**config.mk**
```make
export PLATFORM = sky130hd
export DESIGN_NAME = pc_fetch_unit
export DESIGN_NICKNAME = d
export VERILOG_FILES = /design/src/rtl/pc_fetch_unit.sv
export SDC_FILE = /design/constraint.sdc
export NUM_CORES = 1
export LEC_CHECK = 0
export CORE_ASPECT_RATIO = 0.6
export CORE_MARGIN = 4
export CORE_UTILIZATION = 25
export DETAILED_ROUTE_END_ITERATION = 6
export PLACE_DENSITY = 0.54
export REMOVE_ABC_BUFFERS = 1
export SYNTH_ARGS = -nofsm -noshare
export SYNTH_HDL_FRONTEND = slang
export SYNTH_SLANG_ARGS = --single-unit
```
**constraint.sdc**
```tcl
create_clock -name clk -period 3.3 [get_ports clk]
set_input_delay 0.66 -clock clk [delete_from_list [all_inputs] [get_ports clk]]
set_output_delay 0.66 -clock clk [all_outputs]
set_load 0.03 [all_outputs]
```
**src/rtl/pc_fetch_unit.sv**
```systemverilog
// pc_fetch_unit
//   Instruction-fetch front end of the single-issue MIPS core. Holds the PC and
//   presents it to the next-PC calculator. Fetches one word at a time from
//   instruction memory (req/gnt, then rvalid). Holds the fetched word for decode
//   under a valid/ready handshake. When decode accepts the word, the PC loads
//   the calculator's npc.
//
// Ports
//   clk, reset           core clock; asynchronous active-high reset
//   halt                 stop issuing new fetches (level)
//   npc                  next PC from the next-PC calculator
//   pc                   current PC
//   imem_req/imem_addr   memory request and address (address = pc)
//   imem_gnt             memory accepts the request this cycle
//   imem_rvalid/rdata    read response
//   inst/inst_valid      fetched word to decode and its valid flag
//   inst_ready           decode consumes inst this cycle
//   misalign             sticky flag: a misaligned npc was accepted
//   fetch_cnt            number of instructions accepted by decode
//
// State | Meaning
// IDLE  | no fetch in progress; waiting for halt low (blocked forever by misalign)
// REQ   | imem_req high with imem_addr = pc, waiting for imem_gnt
// WAIT  | request granted, waiting for imem_rvalid
// HOLD  | inst valid for decode, waiting for inst_ready
module pc_fetch_unit #(
  parameter logic [31:0] RESET_PC = 32'h0000_3000,
  parameter int          CNT_W    = 32
) (
  input  logic             clk,
  input  logic             reset,
  input  logic             halt,
  input  logic [31:0]      npc,
  output logic [31:0]      pc,
  output logic             imem_req,
  output logic [31:0]      imem_addr,
  input  logic             imem_gnt,
  input  logic             imem_rvalid,
  input  logic [31:0]      imem_rdata,
  output logic [31:0]      inst,
  output logic             inst_valid,
  input  logic             inst_ready,
  output logic             misalign,
  output logic [CNT_W-1:0] fetch_cnt
);

  typedef enum logic [1:0] {
    S_IDLE = 2'd0,
    S_REQ  = 2'd1,
    S_WAIT = 2'd2,
    S_HOLD = 2'd3
  } state_t;

  state_t state, state_nxt;
  logic   load_inst;
  logic   accept;
  logic   npc_misaligned;

  assign npc_misaligned = (npc[1:0] != 2'b00);

  always_ff @(posedge clk or posedge reset) begin
    if (reset) begin
      state     <= S_IDLE;
      pc        <= RESET_PC;
      inst      <= 32'h0;
      misalign  <= 1'b0;
      fetch_cnt <= '0;
    end else begin
      state <= state_nxt;
      if (load_inst) begin
        inst <= imem_rdata;
      end
      if (accept) begin
        pc        <= npc;
        fetch_cnt <= fetch_cnt + CNT_W'(1);
        if (npc_misaligned) begin
          misalign <= 1'b1;
        end
      end
    end
  end

  always_comb begin
    state_nxt  = state;
    load_inst  = 1'b0;
    accept     = 1'b0;
    imem_req   = 1'b0;
    inst_valid = 1'b0;
    case (state)
      S_IDLE: begin
        if (!halt && !misalign) begin
          state_nxt = S_REQ;
        end
      end
      S_REQ: begin
        imem_req = 1'b1;
        if (imem_gnt) begin
          state_nxt = S_WAIT;
        end
      end
      S_WAIT: begin
        // Only this state listens to rvalid, so a response to a transaction
        // abandoned by reset can never be captured.
        if (imem_rvalid) begin
          load_inst = 1'b1;
          state_nxt = S_HOLD;
        end
      end
      S_HOLD: begin
        inst_valid = 1'b1;
        if (inst_ready) begin
          accept = 1'b1;
          // A misaligned target is loaded into pc but never fetched.
          if (halt || npc_misaligned) begin
            state_nxt = S_IDLE;
          end else begin
            state_nxt = S_REQ;
          end
        end
      end
      default: state_nxt = S_IDLE;
    endcase
  end

  assign imem_addr = pc;

endmodule

```
=== Word-level counts from Yosys, hierarchy flattened ===
Index checks and enable logic that the tools add are counted.

* Word-level logic and storage cells: 33
* Output and inout port bits: 131
* Input bits: 70
* Register bits after elaboration: 99

* Muxes and demuxes: 12
* Add/sub/neg operators: 1
* Reductions and logical operators: 8
* Equal/unequal tests: 7

{| class="wikitable"
|+ Operators by type and width
! cell !! count
|-
| adder 32 x 1 -> 32 bit (second input constant) || 1
|-
| 2-to-1 mux 2 bit || 4
|-
| != test 2 bit (second input constant) || 4
|-
| one-hot mux 2 bit (4 select lines) || 1
|-
| 2-to-1 mux 1 bit || 7
|-
| equality test 2 bit (second input constant) || 2
|-
| AND reduction 4 bit || 1
|-
| equality test 2 x 1 -> 1 bit (second input constant) || 1
|-
| logical NOT 1 bit || 2
|-
| logical NOT 2 bit || 1
|-
| AND reduction 2 bit || 1
|-
| nonzero test 2 bit || 1
|-
| logical AND 1 bit || 1
|-
| logical OR 1 bit || 1
|}

=== Depth between registers and ports, before layout ===
Gate-level depths: netlist of the first run.

* Depth in word-level cells: 5
* Mapped depth: 6
* Gate-level depth less buffers: 6

=== Worst setup path after synthesis of the first run ===
No wires, ideal clock.

* Kind: reg2reg
* Start: reg state[0]
* End: reg fetch_cnt[16]
* Path buffers: 0
* Arrival: 1870 ps
* Cell stages (with the launch flop): 6
* Slack: 1350 ps
* Path through: dfrtp_1 ha_1 nand4_4 or4_4 nor2_1 xnor2_1

* Cells in the longest elaborated chain, start to end: 2

{| class="wikitable"
|+ Ends and longest elaborated chain
! element !! line !! source
|-
| start: declaration || 54 || <nowiki>state_t state, state_nxt;</nowiki>
|-
| start signal: assignment || 69 || <nowiki>state <= state_nxt;</nowiki>
|-
| equality test 2 bit || 89 || <nowiki>case (state)</nowiki>
|-
| 2-to-1 mux 1 bit || 89 ||
|-
| end signal: assignment || 75 || <nowiki>fetch_cnt <= fetch_cnt + CNT_W'(1);</nowiki>
|-
| end: declaration || 44 || <nowiki>output logic [CNT_W-1:0] fetch_cnt</nowiki>
|}

Every way passes these cells.
A chain may end at the register's enable or synchronous reset.

=== Final worst setup path of the first run ===
* Start: reg state[0]
* End: out inst_valid

* Cells in the longest elaborated chain, start to end: 2

{| class="wikitable"
|+ Ends and longest elaborated chain
! element !! line !! source
|-
| equality test 2 bit || 89 ||
|-
| 2-to-1 mux 1 bit || 89 ||
|-
| end: declaration || 41 || <nowiki>output logic inst_valid,</nowiki>
|}

Every way passes these cells.

==> metrics.csv, run 1 <==
metric,value,unit
grtUsageTotal,12.8,%
tightest_slew,0.771,ns
tns,0,ns
rsz0062_at_grt,no,
grt_pass1_wl,19.3,mm
synthCells,317,
fin_crit,2.50,ns
cap_violations,0,
synthXorXnorAreaFrac,6.29,%
core_area,16600,µm²
path_class,reg -> out,
cts_root_buf,clkbuf_16,
ctsHtreeMaxLevel,3,
yosysMostFrequentCell,dfrtp_1,
synth_area_per_cell,13.6,µm²
use_met3,7.90,%
path_delay_family,buffers and inverters,
ctsResizeCount,0,
final_cell_area,6670,µm²
crit_chain,ha_1 > clkdlybuf4s50_1,
period_share,75.9,%
worstPathArrival,1.84,ns
n_fill_cell,1588,
irDropWorstVdd,674,µV
synthArstFlopShare,100,%
fin_skew,0.0118,ns
drt_iter0_drc,124,
cts_num_sinks,99,
synth_area,4320,µm²
synth_area_leaders,"dfrtp_1, mux2_2, xnor2_1, buf_4, nand4_1",
switching_share,42.0,%
powerDensity,999,nW/µm²
synth-compound-area-share,0.841,%
dp.cells,709,
clk_pin_slew_worst_paths,0.07,ns
rows,36,
slowest_stage,clkdlybuf4s50_1,
timing.slew.headroom,48.2,%
yosysTopAreaCell,dfrtp_1,
cts_tree,built,
ys_ff_latch,99,
required,2.64,ns
fmax,399,MHz
ios,201,
critical_path_buf_inv_count,1,
power.total,6.67,mW
synth_edf_count,0,
ys_seq_area_share,57.5,%
seq_power_share,30.2,%
grtUsageMet2,18.2,%
gr-usage-met1,16.3,%
end_kind,output port,
dieHeight,110,µm
holdWs,0.479,ns
gp_routability_congestion,0.811,
grt_pass1_vias,3417,
hpwl,9.28,mm
final_cells,725,
antenna_found_initial,0,
hold_path.class,reg -> reg,
slew_viol_final,0,
p_sw,2.80,mW
multi_input_area,1530,µm²
routed-via-count,3041,
numCtsBuffers,9,
nets,568,
post_dp_cell_area,6360,µm²
synth_simple_gate_area_share,9.31,%
syn_to_final_growth,54.6,%
pwr-share-clk,16.6,%
cts_hold_buffers,0,
antenna_left,0,
finalHoldViolCount,0,
die_width,178,µm
path_max_fanout,6,
wl_per_cell,16.8,µm
yosys-mux-area-fraction,17.2,%
dr.pass1.iters,4,
setup_violations,0,
grt_max_degree,56,
start_util,26.0,%
gr-max-usage-layer,met2,
p_int,3.86,mW
synth_ff_type,dfrtp_1,
final-seq-area,2480,µm²
clk_latency,0.34,ns
critPathLaunchType,register,
portBuffers,200,
vias_per_cell,4.19,
yosys.area.top_type_share,56.2,%
diodes,0,
synth_warnings,0,
cts_buffer_depth,2,
post-route-drc-count,0,
post-cts-setup-buffers,0,
drt_wl_total,12.2,mm
status,"finished, final reports clean",
dieArea,19500,µm²
synth_commonest_cells,"dfrtp_1, mux2_2, buf_4, xnor2_1, nand4_1",
synthDistinctLibCells,29,
grt.overflow.total,0,
final_layout_size_suffix_gt1_share,19.3,%
synth_top_family_by_area,multiplexers,
slowest_delay,0.75,ns
synth_fa_ha_area_share,1.74,%
leakage,2.72,nW
pwr-share-comb,53.3,%
-- through the flow --
stage	utilization, %	setup WS (ns)
global route	40.2	0.680
CTS	40.2	0.765
floorplan	-	0.0529
detailed placement	38.4	0.935
finish	40.2	0.796
global placement	38.4	0.946
-- power by group through the flow --
stage               Sequential (mW)  Clock, mW  Combinational, mW
finish                         2.01       1.11               3.55
global route                   2.08       1.20               3.74
CTS                            2.02       1.15               3.61
detailed placement             2.02          0               3.59
global placement               2.01          0               3.59
floorplan                      3.25          0              0.700
-- sequential cells by signal, summed over array words and instances, names as in the netlist --
signal and flops:
misalign 1, state 2, imem_addr 32, fetch_cnt 32
inst 32
-- kinds of logic after synthesis --
group           Yosys count
flops                    99
buf+inv                  47
xor+xnor                 31
simple gates             63
compound gates            5
mux                      66
fa+ha+maj                 6
-- worst paths after layout --
path / to / start / slack, ns / cells past startpoint
worst max-delay path: inst_valid / state[0]$_DFFE_PP0P_ / 0.80 / 2
worst min-delay path: fetch_cnt[31]$_DFFE_PP0P_ / fetch_cnt[31]$_DFFE_PP0P_ / 0.48 / 1
worst max register to register: fetch_cnt[26]$_DFFE_PP0P_ / fetch_cnt[4]$_DFFE_PP0P_ / 1.35 / 4
worst min register to register: fetch_cnt[31]$_DFFE_PP0P_ / fetch_cnt[31]$_DFFE_PP0P_ / 0.48 / 1
max in group asynchronous: inst[14]$_DFFE_PP0P_ / reset / 1.82 / 3
min in group asynchronous: inst[5]$_DFFE_PP0P_ / reset / 0.73 / 2
-- worst reg2reg max path, cell delays in order (launching register included) --
cell     delay (ns)
dfrtp_1        0.48
nand4_2        0.21
nor4_4         0.74
nand4_1        0.22
xnor2_1        0.18
-- cell type report --
| class | instances | area share [%] |
|---|---|---|
| sequential | 99 | 37.2 |
| timing repair buffer | 203 | 30.5 |
| multi-input combinational | 171 | 22.9 |
| tap | 228 | 4.28 |
| clock buffer | 9 | 3.38 |
| clock inverter | 7 | 1.24 |
| inverter | 8 | 0.488 |
-- placed cells by master, fill, tap and decap left out, types with 2 or more instances in the layout --
| cell | n |
|---|---|
| clkdlybuf4s50_1 | 200 |
| dfrtp_1 | 97 |
| mux2_2 | 66 |
| xnor2_1 | 28 |
| nand4_1 | 14 |
| nand3_1 | 13 |
| nor2_1 | 10 |
| nand2_1 | 9 |
| clkbuf_16 | 9 |
| inv_1 | 7 |
| ha_1 | 6 |
| and3_1 | 5 |
| xor2_1 | 3 |
| inv_6 | 3 |
| and4_2 | 2 |
| nor4_4 | 2 |
| nand2b_1 | 2 |
| o31ai_1 | 2 |
| clkinvlp_4 | 2 |
| dfstp_2 | 2 |
| buf_4 | 2 |
-- metal layers --
layer | vias to the layer above | wire length [µm] | share of wire, %
met5 | - | 0 | 0
li1 | 1417 | - | -
met3 | 9 | 1590 | 13
met2 | 125 | 5040 | 41
met4 | 0 | 139 | 1.1
met1 | 1490 | 5400 | 44
(Power assumes the default switching activity.)
==> inputs of run 2 (changes only) <==
PLACE_DENSITY = 0.52   (was 0.54)
clock period = 2.6 ns   (was 3.3 ns; I/O delays follow)
==> run 2 against run 1 <==
- flip-flop and latch count unchanged
- sequential share of layout area about the same
- utilization about the same
- critical endpoint unchanged
- setup slack worse by 0.57 ns
- non-clock buffer count up 2
- clock skew down 0.0017 ns
- highest routed layer unchanged
- clock power up 17%
- critical path type unchanged
- sequential power up 27%
- first-iteration DRC count up 1.6%
==> metrics.csv, run 2 (synthesized netlist as in run 1, its figures left out) <==
metric,value,unit
hold_start,fetch_cnt[31]$_DFFE_PP0P_,
cts_num_sinks,99,
gp_routability_congestion,0.783,
drt_wl_total,12.2,mm
worstPathArrival,1.85,ns
vias_per_cell,4.21,
rsz0062_at_grt,no,
rows,36,
die_width,178,µm
holdWs,0.476,ns
timing.slew.headroom,47.3,%
cap_violations,0,
tns,0,ns
setup_violations,0,
fmax,422,MHz
reg2reg_to,fetch_cnt[26]$_DFFE_PP0P_,
fin_crit,2.37,ns
final_layout_size_suffix_gt1_share,19.6,%
dieArea,19500,µm²
nets,570,
period_share,91.2,%
final-seq-area,2480,µm²
holdPathStages,1,
grt_max_degree,49,
timing.rr.start,fetch_cnt[4]$_DFFE_PP0P_,
dieHeight,110,µm
powerDensity,1250,nW/µm²
finalHoldViolCount,0,
diodes,0,
ctsResizeCount,0,
antenna_found_initial,0,
n_fill_cell,1598,
wl_per_cell,16.8,µm
slew_viol_final,0,
syn_to_final_growth,54.7,%
irDropWorstVdd,916,µV
final_util,40.3,%
ctsHtreeMaxLevel,3,
path_max_fanout,6,
required,2.08,ns
grtUsageTotal,12.6,%
final_cell_mix,"clkdlybuf4s50_1, dfrtp_1, mux2_2",
tightest_slew,0.785,ns
grt_pass1_wl,18.7,mm
end_kind,output port,
crit_chain,ha_1 > clkdlybuf4s50_1,
post-cts-setup-buffers,0,
routed-via-count,3064,
grt.overflow.total,0,
clk_latency,0.34,ns
core_area,16600,µm²
r2r_slack,0.66,ns
leakage,2.73,nW
status,"finished, final reports clean",
slowest_stage,clkdlybuf4s50_1,
cts_tree,built,
mostFrequentLayoutCell,clkdlybuf4s50_1,
grt_pass1_vias,3290,
hpwl,9.33,mm
path_class,reg -> out,
portBuffers,200,
post-route-drc-count,0,
min_to,fetch_cnt[31]$_DFFE_PP0P_,
numCtsBuffers,9,
critical_path_buf_inv_count,1,
cts_hold_buffers,0,
ios,201,
path_delay_family,buffers and inverters,
critPathLaunchType,register,
cts_buffer_depth,2,
rr_worst_depth,4,
drt_iter0_drc,126,
start_util,26.0,%
fin_skew,0.0102,ns
hold_path.class,reg -> reg,
multi_input_area,1530,µm²
antenna_left,0,
dr.pass1.iters,4,
cts_root_buf,clkbuf_16,
clk_pin_slew_worst_paths,0.07,ns
slowest_delay,0.74,ns
## run 2: cell types whose count changed in the layout (fill, tap and decap cells not counted)
cell / previous run / this run
bufinv_16: 1 / 0
nand2_2: 0 / 1
clkinvlp_4: 2 / 1
clkbuf_1: 0 / 1
buf_12: 1 / 2
buf_4: 2 / 3
clkbuf_8: 0 / 1
clkinv_4: 0 / 1
nand2_1: 9 / 8
inv_8: 1 / 0
## run 2: routing by layer
metal	part of all wire, %	vias up	GRT usage, %
met5	0	-	0
met3	13	10	8.18
li1	-	1411	-
met2	43	125	18.3
met4	0.99	0	2.98
met1	42	1518	15.5
## run 2: through the flow
| step | worst slack (ns) | instances | cell area, µm² | total power, mW |
|---|---|---|---|---|
| 2_1_floorplan | -0.507 | 278 | 4040 | 5.01 |
| 6_report | 0.228 | 727 | 6680 | 8.38 |
| 4_1_cts | 0.200 | 727 | 6680 | 8.53 |
| 3_5_place_dp | 0.362 | 711 | 6390 | 7.15 |
| 5_1_grt | 0.125 | 727 | 6680 | 8.81 |
| 3_3_place_gp | 0.366 | 711 | 6390 | 7.13 |
## run 2: worst max path at each step
stage	slack (ns)	depth (start not counted)	startpoint	to
2_1_floorplan	-0.51	1	reset	fetch_cnt[0]$_DFFE_PP0P_
3_3_place_gp	0.37	5	inst_ready	fetch_cnt[16]$_DFFE_PP0P_
3_5_place_dp	0.36	5	inst_ready	fetch_cnt[16]$_DFFE_PP0P_
4_1_cts	0.20	2	state[0]$_DFFE_PP0P_	inst_valid
5_1_grt	0.12	2	state[0]$_DFFE_PP0P_	inst_valid
6_report	0.23	2	state[0]$_DFFE_PP0P_	inst_valid
## run 2: power breakdown
group,internal (mW),switching (mW)
sequential,2.12,0.428
combinational,2.03,2.50
clock,0.689,0.612
## run 2: final cells by class
type | count | area share, %
multi-input cells | 171 | 22.9
clock inverters | 5 | 0.637
inverters | 8 | 0.487
well taps | 228 | 4.27
repair buffers | 205 | 30.9
flip-flops and latches | 99 | 37.1
clock buffers | 11 | 3.64
